## config.mk

```make
export PLATFORM = sky130hd
export DESIGN_NAME = pipe_mips32_fwd
export DESIGN_NICKNAME = d
export VERILOG_FILES = /design/src/rtl/mips32_pkg.sv /design/src/rtl/mips32_regfile.sv /design/src/rtl/pipe_mips32_fwd.sv
export SDC_FILE = /design/constraint.sdc
export NUM_CORES = 2
export LEC_CHECK = 0
export ABC_AREA = 0
export CORE_AREA = 2 2 403 405
export DETAILED_ROUTE_END_ITERATION = 7
export DIE_AREA = 0 0 405 407
export PLACE_DENSITY = 0.77
export SLEW_MARGIN = 20
export SYNTH_ARGS = -nofsm -noshare
export SYNTH_HDL_FRONTEND = slang
export SYNTH_SLANG_ARGS = --single-unit
```

## constraint.sdc

```tcl
create_clock -name clk -period 12.24 [get_ports clk]
set_input_delay 3.06 -clock clk [delete_from_list [all_inputs] [get_ports clk]]
set_output_delay 3.06 -clock clk [all_outputs]
set_load 0.01 [all_outputs]
```

## src/rtl/mips32_pkg.sv

```systemverilog
// Shared definitions for the forwarding MIPS32 pipeline: opcodes, instruction
// classes, the bubble encoding and instruction-field helpers.
package mips32_pkg;

  localparam int NREGS  = 32;
  localparam int REG_AW = 5;

  localparam logic [5:0] OP_ADD   = 6'b000000;
  localparam logic [5:0] OP_SUB   = 6'b000001;
  localparam logic [5:0] OP_AND   = 6'b000010;
  localparam logic [5:0] OP_OR    = 6'b000011;
  localparam logic [5:0] OP_SLT   = 6'b000100;
  localparam logic [5:0] OP_MUL   = 6'b000101;
  localparam logic [5:0] OP_LW    = 6'b001000;
  localparam logic [5:0] OP_SW    = 6'b001001;
  localparam logic [5:0] OP_ADDI  = 6'b001010;
  localparam logic [5:0] OP_SUBI  = 6'b001011;
  localparam logic [5:0] OP_SLTI  = 6'b001100;
  localparam logic [5:0] OP_BNEQZ = 6'b001101;
  localparam logic [5:0] OP_BEQZ  = 6'b001110;
  localparam logic [5:0] OP_HLT   = 6'b111111;

  // Bubble encoding: ADD R0,R0,R0, which can never change architectural state.
  localparam logic [31:0] NOP_INSTR = 32'h0000_0000;

  typedef enum logic [2:0] {
    RR_ALU = 3'd0,
    RM_ALU = 3'd1,
    LOAD   = 3'd2,
    STORE  = 3'd3,
    BRANCH = 3'd4,
    HALT   = 3'd5
  } itype_e;

  typedef enum logic [1:0] {
    FLD_RS = 2'd0,
    FLD_RT = 2'd1,
    FLD_RD = 2'd2
  } field_e;

  function automatic logic [REG_AW-1:0] get_field(input logic [31:0] ir, input field_e f);
    case (f)
      FLD_RS:  get_field = ir[25:21];
      FLD_RT:  get_field = ir[20:16];
      FLD_RD:  get_field = ir[15:11];
      default: get_field = 5'd0;
    endcase
  endfunction

  // Unknown opcodes, and MUL when the multiplier is absent, behave as HLT.
  function automatic itype_e decode_type(input logic [5:0] op, input logic mul_en);
    case (op)
      OP_ADD, OP_SUB, OP_AND, OP_OR, OP_SLT: decode_type = RR_ALU;
      OP_MUL:                                decode_type = mul_en ? RR_ALU : HALT;
      OP_ADDI, OP_SUBI, OP_SLTI:             decode_type = RM_ALU;
      OP_LW:                                 decode_type = LOAD;
      OP_SW:                                 decode_type = STORE;
      OP_BNEQZ, OP_BEQZ:                     decode_type = BRANCH;
      default:                               decode_type = HALT;
    endcase
  endfunction

endpackage

```

## src/rtl/mips32_regfile.sv

```systemverilog
// 32 x XLEN register file with two write-through read ports and a debug port.
// R0 always reads zero and is never written.
module mips32_regfile
  import mips32_pkg::*;
#(
  parameter int XLEN = 32
) (
  input  logic              i_clk,
  input  logic              i_rst,
  input  logic [REG_AW-1:0] i_rs_addr,
  input  logic [REG_AW-1:0] i_rt_addr,
  input  logic [REG_AW-1:0] i_dbg_addr,
  input  logic              i_we,
  input  logic [REG_AW-1:0] i_waddr,
  input  logic [XLEN-1:0]   i_wdata,
  output logic [XLEN-1:0]   o_rs_data,
  output logic [XLEN-1:0]   o_rt_data,
  output logic [XLEN-1:0]   o_dbg_data
);

  logic [XLEN-1:0] r_regs [NREGS];
  logic            w_rs_byp;
  logic            w_rt_byp;

  always_ff @(posedge i_clk) begin
    if (i_rst) begin
      for (int i = 0; i < NREGS; i++) r_regs[i] <= '0;
    end else if (i_we && (i_waddr != 5'd0)) begin
      r_regs[i_waddr] <= i_wdata;
    end
  end

  assign w_rs_byp   = i_we && (i_waddr == i_rs_addr);
  assign w_rt_byp   = i_we && (i_waddr == i_rt_addr);
  assign o_rs_data  = (i_rs_addr == 5'd0) ? '0 : (w_rs_byp ? i_wdata : r_regs[i_rs_addr]);
  assign o_rt_data  = (i_rt_addr == 5'd0) ? '0 : (w_rt_byp ? i_wdata : r_regs[i_rt_addr]);
  assign o_dbg_data = (i_dbg_addr == 5'd0) ? '0 : r_regs[i_dbg_addr];

endmodule

```

## src/rtl/pipe_mips32_fwd.sv

```systemverilog
// Five-stage MIPS32 pipeline with EX operand forwarding, load-use interlock,
// EX-resolved branches with a two-slot flush, and external instruction/data memories.
module pipe_mips32_fwd
  import mips32_pkg::*;
#(
  parameter int XLEN    = 32,
  parameter int IADDR_W = 10,
  parameter int DADDR_W = 10,
  parameter bit MUL_EN  = 1'b1
) (
  input  logic               clk,
  input  logic               rst,
  output logic [IADDR_W-1:0] imem_addr,
  input  logic [31:0]        imem_rdata,
  output logic [DADDR_W-1:0] dmem_addr,
  input  logic [XLEN-1:0]    dmem_rdata,
  output logic               dmem_we,
  output logic [XLEN-1:0]    dmem_wdata,
  output logic               halted,
  output logic [31:0]        retired,
  input  logic [4:0]         dbg_raddr,
  output logic [XLEN-1:0]    dbg_rdata
);

  logic [IADDR_W-1:0] r_pc;
  logic               r_fetch_stop;
  logic               r_halted;
  logic [31:0]        r_retired;

  logic               r_ifid_valid;
  logic [31:0]        r_ifid_ir;
  logic [IADDR_W-1:0] r_ifid_npc;

  logic               r_idex_valid;
  itype_e             r_idex_type;
  logic [5:0]         r_idex_op;
  logic [4:0]         r_idex_rs, r_idex_rt, r_idex_dest;
  logic [XLEN-1:0]    r_idex_a, r_idex_b, r_idex_imm;
  logic [IADDR_W-1:0] r_idex_npc;

  logic               r_exmem_valid;
  itype_e             r_exmem_type;
  logic [4:0]         r_exmem_dest;
  logic [XLEN-1:0]    r_exmem_alu, r_exmem_b;

  logic               r_memwb_valid;
  itype_e             r_memwb_type;
  logic [4:0]         r_memwb_dest;
  logic [XLEN-1:0]    r_memwb_alu, r_memwb_lmd;

  logic [5:0]         w_id_op;
  itype_e             w_id_type;
  logic [4:0]         w_id_rs, w_id_rt, w_id_rd, w_id_dest;
  logic [XLEN-1:0]    w_id_a, w_id_b, w_id_imm;
  logic               w_stall, w_taken, w_id_halt, w_rf_we;
  logic               w_exmem_fwd, w_memwb_fwd;
  logic [XLEN-1:0]    w_wb_res, w_fwd_a, w_fwd_b, w_op_b, w_alu;
  logic [IADDR_W-1:0] w_target;

  assign w_id_op   = r_ifid_ir[31:26];
  assign w_id_type = decode_type(w_id_op, MUL_EN);
  assign w_id_rs   = get_field(r_ifid_ir, FLD_RS);
  assign w_id_rt   = get_field(r_ifid_ir, FLD_RT);
  assign w_id_rd   = get_field(r_ifid_ir, FLD_RD);
  assign w_id_imm  = XLEN'($signed(r_ifid_ir[15:0]));
  assign w_id_dest = (w_id_type == RR_ALU) ? w_id_rd :
                     ((w_id_type == RM_ALU) || (w_id_type == LOAD)) ? w_id_rt : 5'd0;

  assign w_wb_res = (r_memwb_type == LOAD) ? r_memwb_lmd : r_memwb_alu;
  assign w_rf_we  = r_memwb_valid && !r_halted && (r_memwb_dest != 5'd0);

  mips32_regfile #(.XLEN(XLEN)) u_regfile (
    .i_clk      (clk),
    .i_rst      (rst),
    .i_rs_addr  (w_id_rs),
    .i_rt_addr  (w_id_rt),
    .i_dbg_addr (dbg_raddr),
    .i_we       (w_rf_we),
    .i_waddr    (r_memwb_dest),
    .i_wdata    (w_wb_res),
    .o_rs_data  (w_id_a),
    .o_rt_data  (w_id_b),
    .o_dbg_data (dbg_rdata)
  );

  // A load in EX cannot feed the instruction in ID yet; rt only counts for R-R ops and SW.
  assign w_stall = r_ifid_valid && r_idex_valid && (r_idex_type == LOAD) && (r_idex_dest != 5'd0) &&
                   ((r_idex_dest == w_id_rs) ||
                    (((w_id_type == RR_ALU) || (w_id_type == STORE)) && (r_idex_dest == w_id_rt)));

  // Loads sitting in EX/MEM have no data yet; the interlock guarantees nobody needs it.
  assign w_exmem_fwd = r_exmem_valid && (r_exmem_dest != 5'd0) &&
                       ((r_exmem_type == RR_ALU) || (r_exmem_type == RM_ALU));
  assign w_memwb_fwd = r_memwb_valid && (r_memwb_dest != 5'd0);

  assign w_fwd_a = (w_exmem_fwd && (r_exmem_dest == r_idex_rs)) ? r_exmem_alu :
                   (w_memwb_fwd && (r_memwb_dest == r_idex_rs)) ? w_wb_res : r_idex_a;
  assign w_fwd_b = (w_exmem_fwd && (r_exmem_dest == r_idex_rt)) ? r_exmem_alu :
                   (w_memwb_fwd && (r_memwb_dest == r_idex_rt)) ? w_wb_res : r_idex_b;
  assign w_op_b  = (r_idex_type == RR_ALU) ? w_fwd_b : r_idex_imm;

  // EX-stage ALU; LW/SW/ADDI share the adder for address and sum.
  always_comb begin
    w_alu = w_fwd_a + w_op_b;
    case (r_idex_op)
      OP_SUB, OP_SUBI: w_alu = w_fwd_a - w_op_b;
      OP_AND:          w_alu = w_fwd_a & w_op_b;
      OP_OR:           w_alu = w_fwd_a | w_op_b;
      OP_SLT, OP_SLTI: w_alu = XLEN'($signed(w_fwd_a) < $signed(w_op_b));
      OP_MUL:          w_alu = MUL_EN ? (w_fwd_a * w_op_b) : (w_fwd_a + w_op_b);
      default:         w_alu = w_fwd_a + w_op_b;
    endcase
  end

  assign w_taken   = r_idex_valid && (((r_idex_op == OP_BEQZ) && (w_fwd_a == '0)) ||
                                      ((r_idex_op == OP_BNEQZ) && (w_fwd_a != '0)));
  assign w_target  = r_idex_npc + r_idex_imm[IADDR_W-1:0];
  assign w_id_halt = r_ifid_valid && (w_id_type == HALT) && !w_taken;

  // Fetch: flush beats stall, stall beats the halt-driven fetch stop.
  always_ff @(posedge clk) begin
    if (rst) begin
      r_pc         <= '0;
      r_ifid_valid <= 1'b0;
      r_ifid_ir    <= NOP_INSTR;
      r_ifid_npc   <= '0;
      r_fetch_stop <= 1'b0;
    end else if (!r_halted) begin
      if (w_id_halt) r_fetch_stop <= 1'b1;
      if (w_taken) begin
        r_pc         <= w_target;
        r_ifid_valid <= 1'b0;
        r_ifid_ir    <= NOP_INSTR;
      end else if (w_stall) begin
        r_pc <= r_pc;
      end else if (r_fetch_stop || w_id_halt) begin
        r_ifid_valid <= 1'b0;
        r_ifid_ir    <= NOP_INSTR;
      end else begin
        r_pc         <= r_pc + IADDR_W'(1);
        r_ifid_valid <= 1'b1;
        r_ifid_ir    <= imem_rdata;
        r_ifid_npc   <= r_pc + IADDR_W'(1);
      end
    end
  end

  // ID/EX latch: bubble on flush or load-use stall.
  always_ff @(posedge clk) begin
    if (rst) begin
      r_idex_valid <= 1'b0;
      r_idex_type  <= RR_ALU;
      r_idex_op    <= OP_ADD;
      r_idex_rs    <= 5'd0;
      r_idex_rt    <= 5'd0;
      r_idex_dest  <= 5'd0;
      r_idex_a     <= '0;
      r_idex_b     <= '0;
      r_idex_imm   <= '0;
      r_idex_npc   <= '0;
    end else if (!r_halted) begin
      if (w_taken || w_stall) begin
        r_idex_valid <= 1'b0;
      end else begin
        r_idex_valid <= r_ifid_valid;
        r_idex_type  <= w_id_type;
        r_idex_op    <= w_id_op;
        r_idex_rs    <= w_id_rs;
        r_idex_rt    <= w_id_rt;
        r_idex_dest  <= w_id_dest;
        r_idex_a     <= w_id_a;
        r_idex_b     <= w_id_b;
        r_idex_imm   <= w_id_imm;
        r_idex_npc   <= r_ifid_npc;
      end
    end
  end

  // EX/MEM and MEM/WB latches plus commit bookkeeping.
  always_ff @(posedge clk) begin
    if (rst) begin
      r_exmem_valid <= 1'b0;
      r_exmem_type  <= RR_ALU;
      r_exmem_dest  <= 5'd0;
      r_exmem_alu   <= '0;
      r_exmem_b     <= '0;
      r_memwb_valid <= 1'b0;
      r_memwb_type  <= RR_ALU;
      r_memwb_dest  <= 5'd0;
      r_memwb_alu   <= '0;
      r_memwb_lmd   <= '0;
      r_retired     <= 32'd0;
      r_halted      <= 1'b0;
    end else if (!r_halted) begin
      r_exmem_valid <= r_idex_valid;
      r_exmem_type  <= r_idex_type;
      r_exmem_dest  <= r_idex_dest;
      r_exmem_alu   <= w_alu;
      r_exmem_b     <= w_fwd_b;
      r_memwb_valid <= r_exmem_valid;
      r_memwb_type  <= r_exmem_type;
      r_memwb_dest  <= r_exmem_dest;
      r_memwb_alu   <= r_exmem_alu;
      r_memwb_lmd   <= dmem_rdata;
      if (r_memwb_valid) begin
        r_retired <= r_retired + 32'd1;
        if (r_memwb_type == HALT) r_halted <= 1'b1;
      end
    end
  end

  assign imem_addr  = r_pc;
  assign dmem_addr  = r_exmem_alu[DADDR_W-1:0];
  assign dmem_wdata = r_exmem_b;
  assign dmem_we    = r_exmem_valid && (r_exmem_type == STORE) && !r_halted && !rst;
  assign halted     = r_halted;
  assign retired    = r_retired;

endmodule

```

==> metrics.yaml <==
tightestPinTransition_ns: 1.27
synth-edff-count: 1024
worst-path-stages: 29
swShare_pct: 37.5
yosys_most_used_dff: "edfxtp_1"
hold_class: "reg -> reg"
area.growth.synth_to_final_pct: 10.1
first_pass_iters: 8
dp.cells: 10056
core-area_mm2: 0.160
synth-compound-area-share_pct: 5.77
pin_count: 189
yosysWarnings: 0
cts_htree_levels: 4
hpwl_um: 243000
cp.buffers_inverters: 5
synthCells: 8148
violations: "DRC"
p_comb_share_pct: 36.6
layout_common_cells: "nor2_1, edfxtp_1, mux4_2"
groute.usage.overall_pct: 47.7
vdd_ir_drop_max_mv: 0.169
gp_congestion: 1.08
ys_seq_area_share_pct: 39.6
cp_top_family: "adder cells"
outcome: "complete, but fails checks"
cts_hold_buf: 0
final_cells: 10346
routed_wl_um: 392000
pwr-share-seq_pct: 34.5
cap_violations: 0
setup_viol: 0
syn_area_mm2: 0.0959
clockBufferDepth: 3
synth_cell_types: 98
fmax_mhz: 88.7
postCtsSetupRepairBufs: 0
worstSetupPathType: "reg -> reg"
nFillCells: 11380
multi_input_area_mm2: 0.0539
leakagePower_nw: 37.9
drt_iter0_markers: 16011
seqCellArea_mm2: 0.0380
synth-async-reset-ratio_pct: 0
place_area_mm2: 0.100
start_kind: "flip-flop"
intPower_mw: 10.2
synth.mux.area_fraction_pct: 25.2
cp.required_ns: 12.95
viasPerCell: 7.57
grt_pass1_wl_um: 552000
min_period_ns: 11.28
placementRows: 147
layout-drive-gt1-share_pct: 20.3
fin_setup_tns_ns: 0
antenna_found_initial: 26
start_util_pct: 59.8
hold_violations: 0
drc: 24
fin_area_mm2: 0.106
clkSlewWorstSetupHoldPaths_ns: 0.07
rsz0062_at_grt: "false"
nets: 8768
die_area_mm2: 0.165
cts_resized: 0
crit_fanout: 32
holdPathStages: 2
skew_ns: 0.0858
crit_arrival_ns: 11.99
synth_seq_cells: 1385
die_h_um: 407
slowest_delay_ns: 0.94
cts_root_buf: "clkbuf_16"
grt_pass1_vias: 76877
p_clk_share_pct: 28.9
insertion_delay_ns: 0.83
synth_top_family_by_area: "multiplexers"
ant_nets: 0
synth-simple-area-share_pct: 11.1
max_slew_margin_pct: 12.7
die_width_um: 405
hold_slack_ns: 0.450
cellPowerDensity_mw_per_mm2: 154
maxSlewViolCount: 0
synth.avg_cell_area_um2: 11.8
cpMostUsedCell: "fa_1"
gr-total-overflow: 0
grt_max_degree: 115
reg2regPathDepth: 29
period_share_pct: 92.1
final_common_cell: "nor2_1"
portBuffers: 188
slowest_stage: "a2111oi_0"
cts_tree: "done"
clock_sinks: 1385
wl_per_cell_um: 37.9
worstSetupEndpointType: "flip-flop"
vias: 78345
p_switching_mw: 6.11
numCtsBuffers: 149
synthAdderAreaFrac_pct: 11.6
synthXorXnorAreaFrac_pct: 1.73
## state kept, by name, summed over array words and instances, names as in the netlist, 16 cells and up, named ones only
signal and flops:
dmem_wdata 32, r_exmem_alu 32, r_idex_a 32, r_idex_b 32, r_idex_imm 16, r_ifid_ir 32, r_memwb_alu 32, r_memwb_lmd 32
retired 32, u_regfile.r_regs 1024
## layout make-up
cell class	count	share of cell area, %
inverter	504	1.79
timing repair buffer	438	3.80
antenna	14	0.0332
tap	2160	2.56
clock buffer	192	3.82
sequential	1385	36.0
multi-input combinational	5577	51.1
clock inverter	76	0.877
## metal layers
layer  part of all wire, %  global-route usage [%]  vias to the layer above
met5                  0.19                    1.84                        -
li1                      -                       -                    29252
met4                    11                    39.3                       45
met3                    16                    19.5                     2623
met1                    30                    56.5                    37967
met2                    42                    68.3                     8458
## through the flow
stage | utilization [%] | total power, mW | worst slack [ns]
detailed placement | 62.7 | 11.3 | 1.15
finish | 65.9 | 16.3 | 0.964
floorplan | - | 9.15 | 3.56
CTS | 65.8 | 16.0 | 1.11
global route | 65.9 | 16.7 | 0.674
global placement | 62.7 | 11.3 | 0.857
## cells by family (layout without fill, tap and decap cells)
kind of cell               after synthesis  after routing
AOI/OAI and AO/OA                      857            857
xor gates and xnor gates               180            180
adders and majority gates              642            642
buffers and inverters                 1217           1210
DFF                                   1385           1385
muxes                                 1208           1208
other                                    1             46
and+or+nand+nor                       2658           2658
## power by group through the flow
stage | logic, mW | clock network (mW) | registers, mW
detailed placement | 5.66 | 0 | 5.68
global placement | 5.64 | 0 | 5.65
finish | 5.97 | 4.72 | 5.62
global route | 6.23 | 4.85 | 5.62
floorplan | 3.65 | 0 | 5.50
CTS | 5.73 | 4.67 | 5.59
## worst register-to-register path: cells and delay by family (launching register included)
family	cells	cell delay, ns
DFF	1	0.35
xor gates and xnor gates	1	0.71
and+or+nand+nor	7	1.73
adders and majority gates	9	4.45
AOI/OAI and AO/OA	6	2.15
muxes	1	0.36
buffers and inverters	5	1.41
## path summary, 6_finish.rpt
kind	endpoint	from	slack, ns
setup / recovery	r_exmem_alu[22]	r_memwb_type[2]	0.96
hold / removal	r_idex_op[0]	r_ifid_ir[26]	0.45
setup reg to reg	r_exmem_alu[22]	r_memwb_type[2]	0.96
hold reg to reg	r_idex_op[0]	r_ifid_ir[26]	0.45
## cells in the mapped netlist, drive strengths merged, types with 37 or more instances
cell | number | area [um2]
a22oi | 37 | 283
xnor2 | 109 | 955
a21oi | 332 | 1700
nor3 | 66 | 363
clkbuf | 549 | 2060
nor2 | 1676 | 6300
mux4 | 960 | 21600
dfxtp | 361 | 7230
a21o | 37 | 278
mux2 | 55 | 619
o21ai | 155 | 791
fa | 411 | 8230
xor2 | 65 | 569
nand3 | 84 | 420
ha | 231 | 2890
buf | 164 | 759
mux2i | 193 | 1940
inv | 496 | 1860
edfxtp | 1024 | 30700
nand2 | 674 | 2530
(Power assumes the default switching activity.)
